==> src/rtl/timer_irq_src.sv <==
// timer_irq_src: memory-mapped countdown timer that drives one HWInt interrupt line.
//   clk     : system clock, all state updates on posedge
//   reset_n : asynchronous active-low reset
//   addr    : word address, 0=CTRL 1=PRESET 2=COUNT 3=reserved
//   we      : write strobe, sampled on posedge clk
//   din     : write data
//   dout    : combinational read data for addr
//   irq     : interrupt request, pend & IM
// CTRL = {PSC[7:4], IM[3], MODE[2:1], EN[0]}; PSC exists only with TIMER_PRESCALE_EN.
module timer_irq_src #(
    parameter int CNT_W = 32
) (
    input  logic        clk,
    input  logic        reset_n,
    input  logic [1:0]  addr,
    input  logic        we,
    input  logic [31:0] din,
    output logic [31:0] dout,
    output logic        irq
);
    typedef enum logic [1:0] {IDLE, LOAD, CNT, INT} state_t;
    state_t state, state_n;
    logic en, en_n, im, im_n, pend, pend_n;
    logic [1:0] mode, mode_n;
    logic [3:0] psc;
    logic [CNT_W-1:0] preset, preset_n, count, count_n;
    logic ctrl_wr, tick, expire;
`ifdef TIMER_PRESCALE_EN
    logic [15:0] pcnt, pcnt_n;
    assign tick = pcnt == (16'd1 << psc) - 16'd1;
`else
    assign psc  = 4'd0;
    assign tick = 1'b1;
`endif
    assign ctrl_wr = we && addr == 2'd0;
    // the last counting step: count is 1 or 0 and the counter is allowed to advance
    assign expire  = state == CNT && en && tick && count <= CNT_W'(1);
    assign irq     = pend & im;
    assign dout    = addr == 2'd0 ? {24'd0, psc, im, mode, en} :
                     addr == 2'd1 ? 32'(preset) :
                     addr == 2'd2 ? 32'(count) : 32'd0;
    always_comb begin
        state_n  = state;
        count_n  = count;
        en_n     = ctrl_wr ? din[0] : en;
        mode_n   = ctrl_wr ? din[2:1] : mode;
        im_n     = ctrl_wr ? din[3] : im;
        preset_n = we && addr == 2'd1 ? din[CNT_W-1:0] : preset;
        // setting pend outranks the clear caused by a CTRL write
        pend_n   = expire | (pend & ~ctrl_wr);
        case (state)
            IDLE: state_n = en ? LOAD : IDLE;
            LOAD: begin
                count_n = preset;
                state_n = CNT;
            end
            CNT: begin
                if (!en) begin
                    state_n = IDLE;
                end else if (tick) begin
                    count_n = count > CNT_W'(1) ? count - CNT_W'(1) : '0;
                    state_n = expire ? INT : CNT;
                end
            end
            default: begin
                if (mode == 2'b01) begin
                    pend_n  = 1'b0;
                    state_n = LOAD;
                end else begin
                    // a simultaneous software CTRL write keeps its EN value
                    en_n    = ctrl_wr ? din[0] : 1'b0;
                    state_n = IDLE;
                end
            end
        endcase
    end
    always_ff @(posedge clk or negedge reset_n) begin
        if (!reset_n) begin
            state  <= IDLE;
            en     <= 1'b0;
            mode   <= 2'b00;
            im     <= 1'b0;
            pend   <= 1'b0;
            preset <= '0;
            count  <= '0;
        end else begin
            state  <= state_n;
            en     <= en_n;
            mode   <= mode_n;
            im     <= im_n;
            pend   <= pend_n;
            preset <= preset_n;
            count  <= count_n;
        end
    end
`ifdef TIMER_PRESCALE_EN
    logic [3:0] psc_n;
    assign psc_n  = ctrl_wr ? din[7:4] : psc;
    // runs only while actively counting; clears on LOAD, on leaving CNT and on each tick
    assign pcnt_n = state == CNT && en && !tick ? pcnt + 16'd1 : 16'd0;
    always_ff @(posedge clk or negedge reset_n) begin
        if (!reset_n) begin
            psc  <= 4'd0;
            pcnt <= 16'd0;
        end else begin
            psc  <= psc_n;
            pcnt <= pcnt_n;
        end
    end
`endif
endmodule

==> config.mk <==
export PLATFORM = sky130hd
export DESIGN_NAME = timer_irq_src
export DESIGN_NICKNAME = d
export VERILOG_FILES = /design/src/rtl/timer_irq_src.sv
export SDC_FILE = /design/constraint.sdc
export NUM_CORES = 1
export LEC_CHECK = 0
export ABC_AREA = 1
export ABC_CLOCK_PERIOD_IN_PS = 1710
export CAP_MARGIN = 30
export CORE_MARGIN = 2
export CORE_UTILIZATION = 51
export CTS_BUF_LIST = sky130_fd_sc_hd__clkbuf_2 sky130_fd_sc_hd__clkbuf_4 sky130_fd_sc_hd__clkbuf_8
export DETAILED_ROUTE_END_ITERATION = 8
export GPL_TIMING_DRIVEN = 0
export PLACE_DENSITY = 0.83
export SLEW_MARGIN = 20
export SYNTH_ARGS = -nofsm -noshare
export SYNTH_HDL_FRONTEND = slang
export SYNTH_SLANG_ARGS = --single-unit
==> constraint.sdc <==
create_clock -name clk -period 1.71 [get_ports clk]
set_clock_uncertainty 0.1 [all_clocks]
set_input_delay 0.171 -clock clk [delete_from_list [all_inputs] [get_ports clk]]
set_output_delay 0.171 -clock clk [all_outputs]
set_load 0.1 [all_outputs]
After elaboration in Yosys (flattened, before gate mapping)

Cells that the tools add are included.

Bits in registers: 71
Bits in latches: 0
RAM bits: 0
Bits in read-only memories: 0
Input bits: 37
Output and inout port bits: 33
Word-level logic and storage cells: 46
Memories kept: 0

Add/sub/neg operators: 1
$mul: 0
Divide/modulo/power cells: 0
$lt $le $gt $ge: 2
Eq/ne operators: 6
Shift operators: 0
Muxes and demuxes: 17
Bitwise gates (word level): 4
Reductions and logical operators: 9

Operator list:

| cell                                                                               | number |
|---|---|
| 32-bit 2-to-1 mux                                                                  | 5 |
| 32-bit one-hot mux with 2 select lines                                             | 1 |
| 32-bit by 1-bit greater-than comparator with 1-bit output (second input constant)  | 1 |
| 32-bit by 1-bit less-or-equal comparator with 1-bit output (second input constant) | 1 |
| 32-bit by 1-bit subtractor with 32-bit output (second input constant)              | 1 |
| 1-bit 2-to-1 mux                                                                   | 9 |
| 2-bit by 1-bit equality test with 1-bit output (second input constant)             | 3 |
| 2-bit one-hot mux with 3 select lines                                              | 1 |
| 2-bit equality test (second input constant)                                        | 2 |
| 1-bit logical AND                                                                  | 4 |
| 2-bit logical NOT                                                                  | 2 |
| 3-bit OR reduction                                                                 | 1 |
| 1-bit bitwise AND                                                                  | 2 |
| 2-bit 2-to-1 mux                                                                   | 1 |
| 2-bit inequality test (second input constant)                                      | 1 |
| 2-bit AND reduction                                                                | 1 |
| 2-bit nonzero test                                                                 | 1 |
| 1-bit inverter                                                                     | 1 |
| 1-bit OR                                                                           | 1 |

Logic depth before layout (Yosys ltp)

Gate-level depths: netlist of run 1.

Depth after elaboration: 7
Depth in mapped cells: 10
Gate-level depth less buffers: 10

Worst setup path after synthesis of run 1

No wires, ideal clock.

Path kind: input port to output port
Start point: input port addr[1]
End point: output port dout[26]
Arrival: 2,638 ps
Required time: 1,439 ps
Slack: -1,199 ps
Stages on the path: 5
Path buffers: 1
Path through: inv_1 > nor2_1 > inv_1 > clkbuf_1 > o21ai_0

Word-level cells in the longest chain between the ends: 4
Elaborated cells on any way between the ends: 6
Classes of those cells: eq/ne (2); mux (3); reduce/logical (1)

Ends and longest elaborated chain:

| what                | RTL line | source |
|---|---|---|
| from (decl)         | 15       | `input logic [1:0] addr,` |
| 2-bit equality test | 41       | `addr == 2'd2 ? 32'(count) : 32'd0;` |
| 32-bit 2-to-1 mux   | 41       |  |
| 32-bit 2-to-1 mux   | 40       | `addr == 2'd1 ? 32'(preset) :` |
| 32-bit 2-to-1 mux * | 39       | `assign dout = addr == 2'd0 ? {24'd0, psc, im, mode, en} :` |
| to (decl)           | 18       | `output logic [31:0] dout,` |

Mark *: on every way between the ends. The rest lies on a longest branch, timed or not.

Worst setup path after layout of run 1

Start point: register count[1]
End point: register count[11]

Word-level cells in the longest chain between the ends: 4
Elaborated cells on any way between the ends: 5
Classes of those cells: add/sub (1); order compare (1); mux (3)

Ends and longest elaborated chain:

| what                                                                                                                              | RTL line | source |
|---|---|---|
| from (decl)                                                                                                                       | 26       | `logic [CNT_W-1:0] preset, preset_n, count, count_n;` |
| from (signal assigned)                                                                                                            | 93       | `count <= count_n;` |
| 32-bit by 1-bit subtractor with 32-bit output / 32-bit by 1-bit greater-than comparator with 1-bit output (equally long branches) | 61       | `count_n = count > CNT_W'(1) ? count - CNT_W'(1) : '0;` |
| 32-bit 2-to-1 mux *                                                                                                               | 61       |  |
| 32-bit 2-to-1 mux *                                                                                                               | 58       | `if (!en) begin` |
| 32-bit one-hot mux with 2 select lines *                                                                                          | 51       | `case (state)` |

Mark *: on every way between the ends. The rest lies on a longest branch, timed or not. The select of a mux whose other input is x is not followed.
A chain may end at the register's enable or synchronous reset.

==> flow_summary_export.csv, run 1 <==
group,metric,value,unit
outcome,status,"complete, but fails checks",
outcome,failed_checks,"negative setup slack",
critical_path,crit_chain,"inv_2, ha_1, nand2_1, nor2_2, nand2_2, a21o_1, buf_6, clkbuf_16, nand3_2, a22oi_2",
power_and_ir_drop,p_sw,5.55,mW
floorplanning,die_h,98.6,um
drt,post_drt_wl_per_cell,18.8,um
clock_network,cts_tree,"yes",
floorplanning,dieWidth,98.6,um
layout,final_layout_size_suffix_gt1_share,41.8,%
layout,syn_to_final_growth,46.4,%
synthesis,syn-instance-count,574,
synthesis,syn_area_per_cell,7.95,sq um
global_route,first_global_vias,4751,
clock_network,cts_buffers,9,
layout,fin_util,76.6,%
layout,antenna_cells,0,
clock_network,clkTransAtPathRegs,80,ps
power_and_ir_drop,internal_power,5.35,mW
clock_network,h-tree-depth,3,
sta,period_needed,1890,ps
sta,max_freq,529,MHz
global_route,grt_overflow,0,
drt,routed_via_density,5.84,
floorplanning,fp-row-count,34,
layout,finalNonFillerCells,811,
global_route,use_met2,49.8,%
sta,max_slew_margin,63.2,%
sta,rsz0062_at_grt,"true",
critical_path,r2r_cells,10,
global_route,grt_max_degree,50,
critical_path,path_class,"register to register",
global_route,grt_pass1_wl,23700,um
global_route,grt_antenna_before_repair,0,
power_and_ir_drop,ir_drop,1.09,mV
power_and_ir_drop,p_seq_share,27.6,%
clock_network,clock-sinks,71,
place,place.gp.congestion,0.944,
drt,drc,0,
power_and_ir_drop,p_comb_share,59.6,%
power_and_ir_drop,switching_share,50.9,%
layout,final_common_cell,"nand2_1",
synthesis,yosysSeqAreaShare,38.9,%
synthesis,syn-num-nets,613,
critical_path,slowest_delay,410,ps
critical_path,crit_fanout,6,
sta,layout_setup_ws,-179,ps
layout,final_cell_mix,"nand2_1, nor2_1, dfrtp_1, inv_1, buf_4",
floorplanning,initial_utilization,52.3,%
critical_path,critPathLaunch,"count[1]",
global_route,grt_usage,30.9,%
layout,finalNetCount,737,
power_and_ir_drop,power_density,1630,nW/um^2
floorplanning,core,8720,sq um
sta,slew_viol_final,0,
global_route,grtUsageMet1,41.2,%
critical_path,cp-start-kind,"register",
critical_path,slowest_stage,"dfrtp_1",
critical_path,crit_required,1840,ps
power_and_ir_drop,p_leak,2.86,nW
clock_network,clock_latency,350,ps
drt,drt_wl_total,15300,um
critical_path,r2r_setup_slack,-180,ps
floorplanning,ios,70,
synthesis,synth-seq-cells,71,
floorplanning,dieArea,9720,sq um
job,maxCapViolCount,0,
critical_path,crit_family,"buffers and inverters",
synthesis,syn_area,4560,sq um
synthesis,ys_types,35,
critical_path,timing.rr.end,"count[11]",
clock_network,root_buffer,"clkbuf_8",
sta,finalSetupTns,-4680,ps
drt,num_vias,4736,
min_path,worstHoldPathType,"input port to asynchronous set/reset pin",
drt,ant_nets,0,
place,placed_cells,752,
sta,finalSetupViolCount,36,
synthesis,yosysWarnings,0,
critical_path,end_kind,"register",
drt,drt_pass1_iterations,5,
critical_path,cp_num_buf_inv,3,
sta,worst_pin_slew,555,ps
global_route,top_usage_layer,"met2",
drt,first_iter_violations,277,
clock_network,cts.path.max_buffers,2,
critical_path,crit_arrival,2010,ps
place,hpwl,10100,um
global_route,globalRouteMet3Util,4.96,%
power_and_ir_drop,clkPwrFrac,12.8,%
sta,post-route-period-util,110,%
sta,hold_viol,0,
power_and_ir_drop,p_total,10.9,mW
critical_path,r2r-start,"count[1]",
place,numPortBuffers,69,
## cell families after synthesis
group                      after synthesis  synth area share (%)
xor gates and xnor gates                16                  3.07
adders and majority gates                2                 0.548
buffers and inverters                   86                  8.14
DFF                                     71                  38.9
and+or+nand+nor                        252                  27.2
AOI/OAI and AO/OA                      124                  16.4
muxes                                   23                  5.67
## cell usage after synthesis, drive strengths merged
cell / n / area [sq um]
nand2: 111 / 442
and2: 2 / 12.5
o221ai: 4 / 35.0
clkbuf: 13 / 48.8
o311ai: 1 / 8.76
inv: 62 / 233
xnor2: 1 / 8.76
xor2: 15 / 131
buf: 11 / 90.1
o22ai: 6 / 37.5
nand4: 15 / 169
nor2: 95 / 434
o21ai: 78 / 390
ha: 2 / 25.0
mux2: 23 / 259
dfrtp: 71 / 1780
nand3: 29 / 185
a21o: 1 / 7.51
a21oi: 28 / 200
a21boi: 1 / 7.51
a22oi: 5 / 62.6
## state kept, by name (all words and copies together) (netlist names)
signal,cells
count,32
en,1
im,1
mode,2
pend,1
preset,32
state,2
## power groups by stage
stage	clock network [mW]	registers (mW)	logic [mW]
after floorplan	0	2.74	3.98
after global placement	0	2.91	4.89
after detailed placement	0	2.93	5.04
after CTS	1.40	2.91	5.64
after global routing	1.46	3.07	6.91
final	1.40	3.01	6.49
## metrics by stage
step	instance area [sq um]	setup slack, ps	hold slack (ps)
floorplan	4700	-632	-225
global placement	5530	-2060	370
detailed placement	5550	-1560	-7.16
CTS	6210	-96.2	158
global route	6680	-195	215
finish	6680	-179	199
## worst max-delay path by stage
| stage | end | cells past startpoint |
|---|---|---|
| after CTS | count[16] | 9 |
| after global routing | count[7] | 10 |
| final | count[11] | 10 |
| after detailed placement | dout[21] | 7 |
| after floorplan | dout[15] | 4 |
| after global placement | preset[25] | 1 |
## area by class of cell
cell class                 count  area [sq um]
tap                          108           135
inverter                      62           233
fill                         578          2040
clock inverter                 6          60.1
multi-input combinational    417          2950
clock buffer                  10           138
sequential                    71          1790
timing repair buffer         113          1180
buffer                        24           193
## per-layer routing
metal / vias to the layer above / part of all wire, %
li1: 2150 / -
met1: 2292 / 41
met2: 239 / 48
met3: 55 / 6.5
met4: 0 / 4.0
met5: - / 0
## timing repair
action | 4_1_cts | 5_1_grt
pin swaps | 13 | 25
endpoints found under the hold margin | 71 | 0
setup endpoints to repair | 98 | 53
gates resized for setup | 291 | 91
setup buffers | 21 | 18
hold buffers | 1 | 0
cloned | 3 | 1
No activity file was read; power rests on OpenSTA's default activity.
==> run 2, diff against run 1 <==
--- a/config.mk
+++ b/config.mk
@@ -5,15 +5,15 @@
 export SDC_FILE = /design/constraint.sdc
 export NUM_CORES = 1
 export LEC_CHECK = 0
-export ABC_AREA = 1
-export ABC_CLOCK_PERIOD_IN_PS = 1710
+export ABC_CLOCK_PERIOD_IN_PS = 2100
 export CAP_MARGIN = 30
 export CORE_MARGIN = 2
-export CORE_UTILIZATION = 51
+export CORE_UTILIZATION = 55
 export CTS_BUF_LIST = sky130_fd_sc_hd__clkbuf_2 sky130_fd_sc_hd__clkbuf_4 sky130_fd_sc_hd__clkbuf_8
 export DETAILED_ROUTE_END_ITERATION = 8
 export GPL_TIMING_DRIVEN = 0
-export PLACE_DENSITY = 0.83
+export PLACE_DENSITY = 0.86
+export REMOVE_ABC_BUFFERS = 1
 export SLEW_MARGIN = 20
 export SYNTH_ARGS = -nofsm -noshare
 export SYNTH_HDL_FRONTEND = slang
==> constraint.sdc (replaced) <==
create_clock -name clk -period 2.1 [get_ports clk]
set_clock_uncertainty 0.1 [all_clocks]
set_input_delay 0.21 -clock clk [delete_from_list [all_inputs] [get_ports clk]]
set_output_delay 0.21 -clock clk [all_outputs]
set_load 0.1 [all_outputs]
==> flow_summary_export.csv, run 2 <==
group,metric,value,unit
global_route,grt_antenna_before_repair,0,
layout,antenna_cells,0,
critical_path,slowest_delay,470,ps
power_and_ir_drop,power_density,1370,nW/um^2
synthesis,synth-seq-cells,71,
synthesis,yosys.cell_count.top_type,"dfrtp_1",
power_and_ir_drop,switching_share,50.3,%
floorplanning,die_h,90.6,um
sta,period_needed,2400,ps
layout,finalNonFillerCells,629,
sta,slew_viol_final,0,
synthesis,syn_area_per_cell,9.72,sq um
clock_network,cts_tree,"yes",
place,place.gp.congestion,0.923,
global_route,first_global_vias,4075,
place,hpwl,7810,um
critical_path,crit_arrival,2540,ps
floorplanning,dieWidth,90.6,um
clock_network,clock-sinks,71,
power_and_ir_drop,p_comb_share,55.1,%
critical_path,r2r_setup_slack,-300,ps
critical_path,cp_num_buf_inv,2,
power_and_ir_drop,ir_drop,0.937,mV
drt,drt_pass1_iterations,5,
sta,hold_viol,0,
global_route,grt_pass1_wl,21100,um
layout,syn_to_final_growth,44.3,%
drt,drc,0,
global_route,grt_overflow,0,
clock_network,clkTransAtPathRegs,70,ps
power_and_ir_drop,p_seq_share,32.6,%
clock_network,cts_buffers,9,
layout,final_common_cell,"dfrtp_1",
sta,max_slew_margin,36.9,%
place,placed_cells,565,
sta,finalSetupViolCount,34,
sta,layout_setup_ws,-300,ps
sta,max_freq,417,MHz
job,maxCapViolCount,0,
layout,largestRegisters,"count (32), preset (32)",
clock_network,cts.path.max_buffers,2,
outcome,status,"complete, but fails checks",
drt,drt_wl_total,14700,um
drt,num_vias,4340,
layout,final_layout_size_suffix_gt1_share,39.6,%
global_route,grt_max_degree,40,
place,numPortBuffers,69,
clock_network,h-tree-depth,3,
synthesis,synth.top_cell.area_share,43.1,%
critical_path,crit_required,2240,ps
synthesis,yosysWarnings,0,
sta,post-route-period-util,114,%
synthesis,syn_area,4120,sq um
clock_network,clock_latency,360,ps
synthesis,syn-instance-count,424,
floorplanning,core,7250,sq um
clock_network,root_buffer,"clkbuf_8",
critical_path,path_class,"register to register",
power_and_ir_drop,internal_power,4.05,mW
sta,rsz0062_at_grt,"true",
synthesis,async_flop_share,100,%
critical_path,end_kind,"register",
critical_path,crit_fanout,5,
power_and_ir_drop,p_total,8.15,mW
power_and_ir_drop,p_sw,4.10,mW
synthesis,synth-edff-count,0,
critical_path,crit_chain,"inv_2, ha_4, nor3b_4, nand4_1, buf_4, or4_1, a31o_1",
power_and_ir_drop,p_leak,2.45,nW
critical_path,cp-start-kind,"register",
layout,final_cell_mix,"dfrtp_1, nand2_1, mux2_2, clkdlybuf4s50_1, buf_4",
drt,first_iter_violations,461,
synthesis,synth_area_leaders,"dfrtp_1, mux2_2, a22o_1, nand2_1, clkbuf_1",
floorplanning,ios,70,
floorplanning,dieArea,8200,sq um
floorplanning,fp-row-count,31,
sta,worst_pin_slew,950,ps
drt,post_drt_wl_per_cell,23.4,um
synthesis,ys_types,60,
sta,holdWs,237,ps
drt,ant_nets,0,
outcome,failed_checks,"negative setup slack",
layout,finalNetCount,566,
global_route,grt_usage,32.6,%
power_and_ir_drop,clkPwrFrac,12.3,%
synthesis,synth-main-ff-cell,"dfrtp_1",
critical_path,slowest_stage,"or4_1",
synthesis,synthTopCellsByCount,"dfrtp_1, nand2_1, mux2_2",
critical_path,crit_family,"simple AND/OR/NAND/NOR gates",
synthesis,yosysSeqAreaShare,43.1,%
min_path,worstHoldPathType,"input port to asynchronous set/reset pin",
drt,routed_via_density,6.90,
synthesis,yosysTopAreaCell,"dfrtp_1",
floorplanning,initial_utilization,56.8,%
## run 2: layout make-up
class	count	area [sq um]
sequential	71	1790
fill	450	1310
inverter	8	30.0
multi-input combinational	316	2650
clock inverter	1	5.00
clock buffer	13	166
tap	99	124
timing repair buffer	121	1180
## run 2: kinds of logic (layout without fill, tap and decap cells)
group                      count (synthesis)  after routing  synth area share (%)
buffers and inverters                     40            143                  3.92
DFF                                       71             71                  43.1
xor gates and xnor gates                   1              1                 0.213
AOI/OAI and AO/OA                        112            112                  20.1
muxes                                     42             42                  11.2
and+or+nand+nor                          156            159                  20.8
adders and majority gates                  2              2                 0.607
## run 2: power groups by stage
stage	sequential (mW)	clock, mW	combinational, mW
after global routing	2.71	1.07	4.68
after CTS	2.54	1.01	3.76
after global placement	2.49	0	3.16
after detailed placement	2.53	0	3.33
after floorplan	2.33	0	2.49
final	2.66	1.00	4.49
## run 2: what timing repair did
action / CTS / global route
setup buffers: 29 / 18
pin swaps: 28 / 24
hold buffers: 1 / 0
resized for setup: 240 / 70
gates cloned: 4 / 0
endpoints found under the setup margin: 100 / 80
endpoints found under the hold margin: 32 / 0
## run 2: path summary, 6_finish.rpt
kind                       cells after the start    endpoint     start
min reg2reg                                    2        pend      pend
max                                            7   count[30]  count[1]
min in group clk                               2  preset[11]   din[11]
min                                            2   count[16]   reset_n
max reg2reg                                    7   count[30]  count[1]
max in group asynchronous                      3    count[1]   reset_n
## run 2: per-stage QoR
stage | setup slack [ps] | instance area, sq um | utilization [%] | TNS [ps]
floorplan | -935 | 3990 | - | -63900
global placement | -2980 | 4800 | 66.2 | -346130
finish | -300 | 5950 | 82.0 | -4070
global route | -338 | 5950 | 82.0 | -6170
CTS | -303 | 5560 | 76.6 | -5910
detailed placement | -1280 | 4930 | 68.0 | -84080
## run 2: layer usage
metal  global-route usage (%)  part of all wire, %
met2                     51.8                   46
met5                        0                    0
met3                     7.43                   10
met4                     15.6                  5.6
met1                     42.1                   38
